--- src/rtl/cpu_pkg.sv ---
// Shared CPU datapath definitions: stack defaults and the stack operation
// encoding driven by the control unit as {stack_w_en, stack_r_en}.
package cpu_pkg;

  localparam int unsigned CPU_DATA_W      = 8;
  localparam int unsigned CPU_STACK_DEPTH = 16;

  typedef enum logic [1:0] {
    SOP_IDLE = 2'b00,
    SOP_POP  = 2'b01,
    SOP_PUSH = 2'b10,
    SOP_REPL = 2'b11
  } stack_op_e;

endpackage : cpu_pkg

--- src/rtl/cpu_stack_ram.sv ---
// Stack storage: DEPTH x DATA_W array, one synchronous write port and one
// asynchronous read port. Contents are intentionally not reset.
module cpu_stack_ram #(
  parameter  int DATA_W = 8,
  parameter  int DEPTH  = 16,
  localparam int AW     = $clog2(DEPTH)
) (
  input  logic              clk,
  input  logic              we,
  input  logic [AW-1:0]     waddr,
  input  logic [DATA_W-1:0] wdata,
  input  logic [AW-1:0]     raddr,
  output logic [DATA_W-1:0] rdata
);

  logic [DATA_W-1:0] mem_q [DEPTH];

  always_ff @(posedge clk) begin
    if (we) begin
      mem_q[waddr] <= wdata;
    end
  end

  assign rdata = mem_q[raddr];

endmodule : cpu_stack_ram

--- src/rtl/cpu_stack_unit.sv ---
// Parametrised CPU hardware stack: push, pop, atomic replace-top, peek,
// occupancy count and sticky overflow/underflow flags.
module cpu_stack_unit
  import cpu_pkg::*;
#(
  parameter  int DATA_W = CPU_DATA_W,
  parameter  int DEPTH  = CPU_STACK_DEPTH,
  localparam int CNT_W  = $clog2(DEPTH + 1)
) (
  input  logic              clk,
  input  logic              rst,
  input  logic              stack_w_en,
  input  logic              stack_r_en,
  input  logic [DATA_W-1:0] w_data,
  input  logic              err_clr,
  output logic [DATA_W-1:0] r_data,
  output logic              r_valid,
  output logic [DATA_W-1:0] top,
  output logic [CNT_W-1:0]  stack_state,
  output logic              full,
  output logic              empty,
  output logic              overflow,
  output logic              underflow
);

  localparam int               AW      = $clog2(DEPTH);
  localparam logic [CNT_W-1:0] DEPTH_C = CNT_W'(DEPTH);
  localparam logic [CNT_W-1:0] ONE_C   = CNT_W'(1);

  stack_op_e         op;
  logic [CNT_W-1:0]  sp_q, sp_d;
  logic [DATA_W-1:0] r_data_q, r_data_d;
  logic              r_valid_q, r_valid_d;
  logic              ovf_q, ovf_d;
  logic              unf_q, unf_d;
  logic              we;
  logic [AW-1:0]     waddr;
  logic [AW-1:0]     top_idx;
  logic [DATA_W-1:0] top_rd;

  assign op      = stack_op_e'({stack_w_en, stack_r_en});
  assign full    = (sp_q == DEPTH_C);
  assign empty   = (sp_q == '0);
  assign top_idx = AW'(sp_q - ONE_C);

  always_comb begin
    sp_d      = sp_q;
    r_data_d  = r_data_q;
    r_valid_d = 1'b0;
    // Clear first so a same-cycle set condition below takes priority.
    ovf_d     = ovf_q & ~err_clr;
    unf_d     = unf_q & ~err_clr;
    we        = 1'b0;
    waddr     = AW'(sp_q);
    case (op)
      SOP_PUSH: begin
        if (!full) begin
          we   = 1'b1;
          sp_d = sp_q + ONE_C;
        end else begin
          ovf_d = 1'b1;
        end
      end
      SOP_POP: begin
        if (!empty) begin
          r_data_d  = top_rd;
          r_valid_d = 1'b1;
          sp_d      = sp_q - ONE_C;
        end else begin
          unf_d = 1'b1;
        end
      end
      SOP_REPL: begin
        r_valid_d = 1'b1;
        if (!empty) begin
          r_data_d = top_rd;
          we       = 1'b1;
          waddr    = top_idx;
        end else begin
          r_data_d = w_data;
        end
      end
      default: ;
    endcase
  end

  always_ff @(posedge clk or posedge rst) begin
    if (rst) begin
      sp_q      <= '0;
      r_data_q  <= '0;
      r_valid_q <= 1'b0;
      ovf_q     <= 1'b0;
      unf_q     <= 1'b0;
    end else begin
      sp_q      <= sp_d;
      r_data_q  <= r_data_d;
      r_valid_q <= r_valid_d;
      ovf_q     <= ovf_d;
      unf_q     <= unf_d;
    end
  end

  // Storage has no reset, so block writes while reset is held.
  cpu_stack_ram #(
    .DATA_W (DATA_W),
    .DEPTH  (DEPTH)
  ) u_ram (
    .clk   (clk),
    .we    (we & ~rst),
    .waddr (waddr),
    .wdata (w_data),
    .raddr (top_idx),
    .rdata (top_rd)
  );

  assign top         = empty ? '0 : top_rd;
  assign stack_state = sp_q;
  assign r_data      = r_data_q;
  assign r_valid     = r_valid_q;
  assign overflow    = ovf_q;
  assign underflow   = unf_q;

endmodule : cpu_stack_unit

--- config.mk ---
export PLATFORM = sky130hd
export DESIGN_NAME = cpu_stack_unit
export DESIGN_NICKNAME = d
export VERILOG_FILES = /design/src/rtl/cpu_pkg.sv /design/src/rtl/cpu_stack_ram.sv /design/src/rtl/cpu_stack_unit.sv
export SDC_FILE = /design/constraint.sdc
export NUM_CORES = 1
export LEC_CHECK = 0
export CELL_PAD_IN_SITES_DETAIL_PLACEMENT = 1
export CELL_PAD_IN_SITES_GLOBAL_PLACEMENT = 1
export CORE_ASPECT_RATIO = 1.4
export CORE_MARGIN = 8
export CORE_UTILIZATION = 53
export CTS_BUF_LIST = sky130_fd_sc_hd__clkbuf_2
export CTS_CLUSTER_DIAMETER = 30
export CTS_CLUSTER_SIZE = 8
export DETAILED_ROUTE_END_ITERATION = 12
export PLACE_DENSITY = 0.85
export SLEW_MARGIN = 20
export SYNTH_ARGS = -nofsm -noshare
export SYNTH_HDL_FRONTEND = slang
export SYNTH_SLANG_ARGS = --single-unit
--- constraint.sdc ---
create_clock -name clk -period 4.2 [get_ports clk]
set_input_delay 0.84 -clock clk [delete_from_list [all_inputs] [get_ports clk]]
set_output_delay 0.84 -clock clk [all_outputs]
set_load 0.02 [all_outputs]
==> impl_metrics.toml, run 1 <==
[worst_setup_path]
crit_type = "reg -> out"
cp_top_family = "buffers and inverters"
start_kind = "flop"
worstPathArrival_ns = 3.20
crit_buf_inv = 3
cpPeakStageDelay_ns = 0.51
cp_max_fo = 24
critPathCaptureType = "primary output"
crit_chain = "inv_1, ha_4, buf_12, mux2i_1, mux4_2, a211oi_1, dlygate4sd2_1"
reg2reg_slack_ns = 1.35
required_ns = 3.36
cp_slowest_cell = "mux4_2"

[synth]
ys.flop_type = "edfxtp_1"
ys_warn_count = 0
netlist_instances = 364
synth-seq-area-share = 0.684
yosysTopAreaCell = "edfxtp_1"
synthArstFlopShare = 0.111
synth_nets = 379
synth_area_sq_um = 6210
synth_cell_type_count = 45
synth_edf_count = 128
ys_ff_latch = 144
syn_area_per_cell_sq_um = 17.0
synth_top_area_frac = 0.619
yosys-top-cells-area = "edfxtp_1 62%, mux4_2 8.3%, mux2i_1 7.1%"

[power_and_ir_drop]
fin_total_pwr_mw = 5.38
powerDensity_nw_per_um2 = 755
p_leak_nw = 2.50
ir_drop_mv = 0.369

[global_routing]
grt_pass1_vias = 3904
gr-usage-all-layers = 0.215
overflow = 0
grt_start_max_net_pins = 27
antenna_found_initial = 1
grt_first_pass_wirelength_um = 23900

[clock_tree]
root_buffer = "clkbuf_2"
postCtsSetupRepairBufs = 0
insertion_delay_ns = 0.72
htreeDepth = 4
clk_pin_slew_worst_paths_ns = 0.22
clkSinkCount = 144
cts_buffer_depth = 2
cts_tree = "yes"
cts_buffers = 17

[die]
coreArea_sq_um = 11600
initial_core_util = 0.533
dieHeight_um = 144
rows = 47
die_area_sq_um = 15500
num_io_pins = 39
fp.dieW_um = 107

[detailed_routing]
drc = 0
via_count = 3652
wirelength_um = 15600
postRouteAntennaNets = 0
wl_per_cell_um = 26.6
via_per_inst = 6.22
drt_iter0_markers = 250
first_pass_iters = 4

[sta]
tns_ns = 0
fin_crit_sh = 0.962
fin_crit_ns = 4.04
finalHoldViolations = 0
relSlewSlack = 0.501
rsz0062_at_grt = "true"
fmax_ghz = 0.247
worstMarginPinSlew_ns = 0.746
skew_ns = 0.0363
drv_slew = 0
setup_viol = 0

[min_path]
hp-class = "reg -> reg"

[layout]
nFillCells = 1066
fin_cells = 587
final_nets = 441
drive_above_1_share = 0.223
area_growth_pct = 14.8

[placed_design]
dp_hpwl_um = 10400
gp_congestion = 0.786
io_buffer_count = 38
dp.cells = 554

[job]
maxCapViolCount = 0

[outcome]
outcome = "finished, final reports clean"
[layer usage]
layer,vias up,GRT usage,share of wire
li1,1570,-,-
met1,1900,0.248,0.38
met2,152,0.365,0.52
met3,30,0.0401,0.061
met4,0,0.128,0.038
met5,-,0,0
[repair_timing]
action	4_1_cts	5_1_grt
setup endpoints to repair	9	6
hold buffers	0	0
gates resized for setup	17	8
gates cloned	0	0
[cell type report]
| cell class | instances | area, sq um | share of cell area |
|---|---|---|---|
| Inverter | 9 | 35.0 | 0.00492 |
| Clock inverter | 12 | 161 | 0.0227 |
| Antenna cell | 1 | 2.50 | 0.000351 |
| Clock buffer | 20 | 100 | 0.0140 |
| Sequential cell | 144 | 4240 | 0.596 |
| Multi-Input combinational cell | 191 | 1830 | 0.256 |
| Tap cell | 147 | 184 | 0.0258 |
| Timing Repair Buffer | 63 | 571 | 0.0801 |
[cell usage after synthesis, types with 2 or more instances]
cell and instances:
nor4_1 3, a22oi_2 2, a31oi_1 3, o21ai_1 7
nor2b_1 10, nor2_1 20, and2_1 10, buf_6 4
a211oi_1 9, buf_2 9, and4_1 2, inv_1 7
nand2_1 4, xor2_1 2, o22ai_1 2, edfxtp_1 128
a21o_1 8, a21oi_1 5, nand4_1 3, buf_4 4
mux2i_1 44, mux4_2 23, ha_1 2, dfrtp_1 16
clkbuf_1 3, o211ai_1 4, a221oi_1 8, xnor2_1 3
nand3_1 2, nand2b_1 2
[path summary, 6_finish.rpt]
check,end,cells after the start,start
min in group asynchronous,stack_state[4]$_DFFE_PP0P_,2,rst
max reg2reg,u_ram.mem_q[6][7]$_DFFE_PP_,8,stack_state[1]$_DFFE_PP0P_
max in group asynchronous,overflow$_DFF_PP0_,2,rst
min reg2reg,r_data[2]$_DFFE_PP0P_,1,r_data[2]$_DFFE_PP0P_
min,r_data[2]$_DFFE_PP0P_,1,r_data[2]$_DFFE_PP0P_
max,top[5],7,stack_state[1]$_DFFE_PP0P_
[flip-flops by register name (all words and copies together) (netlist names)]
name,cells
overflow,1
r_data,8
r_valid,1
stack_state,5
u_ram.mem_q,128
underflow,1
[cell usage in the layout (no fill, tap or decap), types with 7 or more instances in the layout]
master           count
a211oi_1             9
a21o_1               8
a221oi_1             8
and2_1              10
buf_4               22
clkbuf_2            22
clkdlybuf4s50_1     30
dfrtp_1             16
edfxtp_1           128
inv_1                7
mux2i_1             40
mux4_2              23
nor2_1              20
nor2b_1             10
o21ai_1              7
[kinds of logic after synthesis]
| group | count (synthesis) | share of synthesized area |
|---|---|---|
| DFF | 144 | 0.684 |
| muxes | 68 | 0.156 |
| and+or+nand+nor | 60 | 0.0538 |
| AOI/OAI and AO/OA | 55 | 0.0655 |
| buffers and inverters | 29 | 0.0268 |
| xor gates and xnor gates | 6 | 0.00968 |
| adders and majority gates | 2 | 0.00403 |
[metrics by stage]
step                      utilization  setup slack [ns]  hold WS [ns]  cell area (sq um)
after floorplan                     -             0.480         0.595               6210
after detailed placement        0.587             0.306         0.469               6830
after CTS                       0.611           0.00924         0.477               7120
after global routing            0.612           -0.0176         0.530               7120
after global placement          0.587             0.436         0.462               6830
final                           0.612             0.158         0.507               7120
[power by group]
group	total (mW)	internal (mW)	switching (mW)
registers	1.78	1.69	0.0937
logic	2.75	1.22	1.53
clock network	0.851	0.341	0.511
Power figures use the tool's default switching activity.
==> inputs of run 2 (changes only) <==
Settings changed: REMOVE_ABC_BUFFERS set to 1.
==> impl_metrics.toml, run 2 (same netlist as run 1, synthesis figures left out) <==
[outcome]
outcome = "finished, final reports clean"

[detailed_routing]
wl_per_cell_um = 26.3
via_count = 3633
via_per_inst = 6.09
wirelength_um = 15700
first_pass_iters = 5
postRouteAntennaNets = 0
drt_iter0_markers = 195
drc = 0

[power_and_ir_drop]
fin_total_pwr_mw = 5.52
powerDensity_nw_per_um2 = 764
ir_drop_mv = 0.478
p_leak_nw = 2.58

[clock_tree]
hold_buffers = 0
htreeDepth = 4
root_buffer = "clkbuf_2"
cts_buffers = 17
insertion_delay_ns = 0.68
clkSinkCount = 144
cts_tree = "yes"
cts_buffer_depth = 2
clk_pin_slew_worst_paths_ns = 0.23

[layout]
layout_commonest_cell = "edfxtp_1"
fin_cells = 597
area_growth_pct = 16.5
utilization = 0.621
largest_reg_flops = 128
largest-register = "u_ram.mem_q"
final_nets = 451
drive_above_1_share = 0.227
layout_common_cells = "128 x edfxtp_1, 44 x mux2i_1, 33 x buf_4"

[sta]
fin_crit_sh = 0.957
fin_crit_ns = 4.02
skew_ns = 0.0432
setup_viol = 0
worstMarginPinSlew_ns = 0.785
relSlewSlack = 0.476
rsz0062_at_grt = "false"
finalHoldViolations = 0
tns_ns = 0
fmax_ghz = 0.249
drv_slew = 0

[worst_setup_path]
cp_max_fo = 12
r2r-end = "u_ram.mem_q[13][5]$_DFFE_PP_"
critPathLaunch = "stack_state[1]$_DFFE_PP0P_"
required_ns = 3.36
worstPathArrival_ns = 3.18
endpoint = "top[3]"
reg2reg_slack_ns = 1.39
critPathCaptureType = "primary output"
r2r_cells = 8
start_kind = "flop"
reg2reg_from = "stack_state[1]$_DFFE_PP0P_"
crit_type = "reg -> out"

[die]
coreArea_sq_um = 11600
dieHeight_um = 144
die_area_sq_um = 15500
rows = 47
num_io_pins = 39
fp.dieW_um = 107
initial_core_util = 0.533

[min_path]
hp-class = "in -> async"

[placed_design]
dp.cells = 560
gp_congestion = 0.801
dp_hpwl_um = 10500
io_buffer_count = 38

[global_routing]
gr-usage-all-layers = 0.215
overflow = 0
grt_first_pass_wirelength_um = 23900
grt_start_max_net_pins = 34
antenna_found_initial = 1
grt_pass1_vias = 4072

[job]
maxCapViolCount = 0
-- run 2: changes by cell type in the layout (fill, tap and decap cells not counted), moves of 2 or more --
cell,change
clkbuf_2,-2
mux2i_1,+4
bufinv_16,+2
buf_6,-2
clkinvlp_4,-2
buf_4,+11
mux2i_2,-4
-- run 2: power breakdown --
part / internal (mW) / switching (mW)
sequential: 1.69 / 0.0944
combinational: 1.25 / 1.54
clock: 0.451 / 0.489
total: 3.39 / 2.13
-- run 2: repair_timing --
item	in CTS	in global routing
buffers inserted	4	0
endpoints found under the setup margin	8	2
resized for setup	12	6
pin swaps	1	0
-- run 2: per-stage QoR --
| stage | cell area [sq um] | setup slack (ns) | hold slack (ns) |
|---|---|---|---|
| after floorplan | 6070 | -1.29 | 0.595 |
| after global placement | 6870 | 0.135 | 0.465 |
| after detailed placement | 6870 | 0.0550 | 0.474 |
| after CTS | 7230 | 0.0922 | 0.358 |
| after global routing | 7230 | 0.0249 | 0.338 |
| final | 7230 | 0.179 | 0.410 |
-- run 2: cell type report --
cell class	instances	area (sq um)
tap	147	184
antenna	1	2.50
clock buffer	18	90.1
fill	1067	4410
multi-input combinational	191	1810
sequential	144	4240
clock inverter	14	215
timing repair buffer	73	651
inverter	9	35.0
-- run 2: worst min path at each step --
stage | end | from | slack, ns | depth (start not counted)
2_1_floorplan | r_data[0]$_DFFE_PP0P_ | r_data[0]$_DFFE_PP0P_ | 0.60 | 1
3_3_place_gp | r_data[6]$_DFFE_PP0P_ | r_data[6]$_DFFE_PP0P_ | 0.47 | 1
3_5_place_dp | r_data[0]$_DFFE_PP0P_ | r_data[0]$_DFFE_PP0P_ | 0.47 | 1
4_1_cts | stack_state[2]$_DFFE_PP0P_ | rst | 0.36 | 2
5_1_grt | stack_state[4]$_DFFE_PP0P_ | rst | 0.34 | 2
6_report | stack_state[0]$_DFFE_PP0P_ | rst | 0.41 | 2
-- run 2: critical path, cell delays in order, from the launching register on --
cell	delay [ns]
dfrtp_1	0.44
inv_1	0.18
ha_4	0.22
xor2_2	0.24
buf_4	0.31
mux2i_1	0.47
nor2b_1	0.22
a211oi_1	0.08
dlygate4sd2_1	0.34
-- run 2: per-layer routing --
layer / share of wire / up-vias / track usage
met4: 0.031 / 0 / 0.121
met2: 0.54 / 145 / 0.371
met1: 0.38 / 1863 / 0.243
met3: 0.050 / 26 / 0.0406
met5: 0 / - / 0
li1: - / 1599 / -
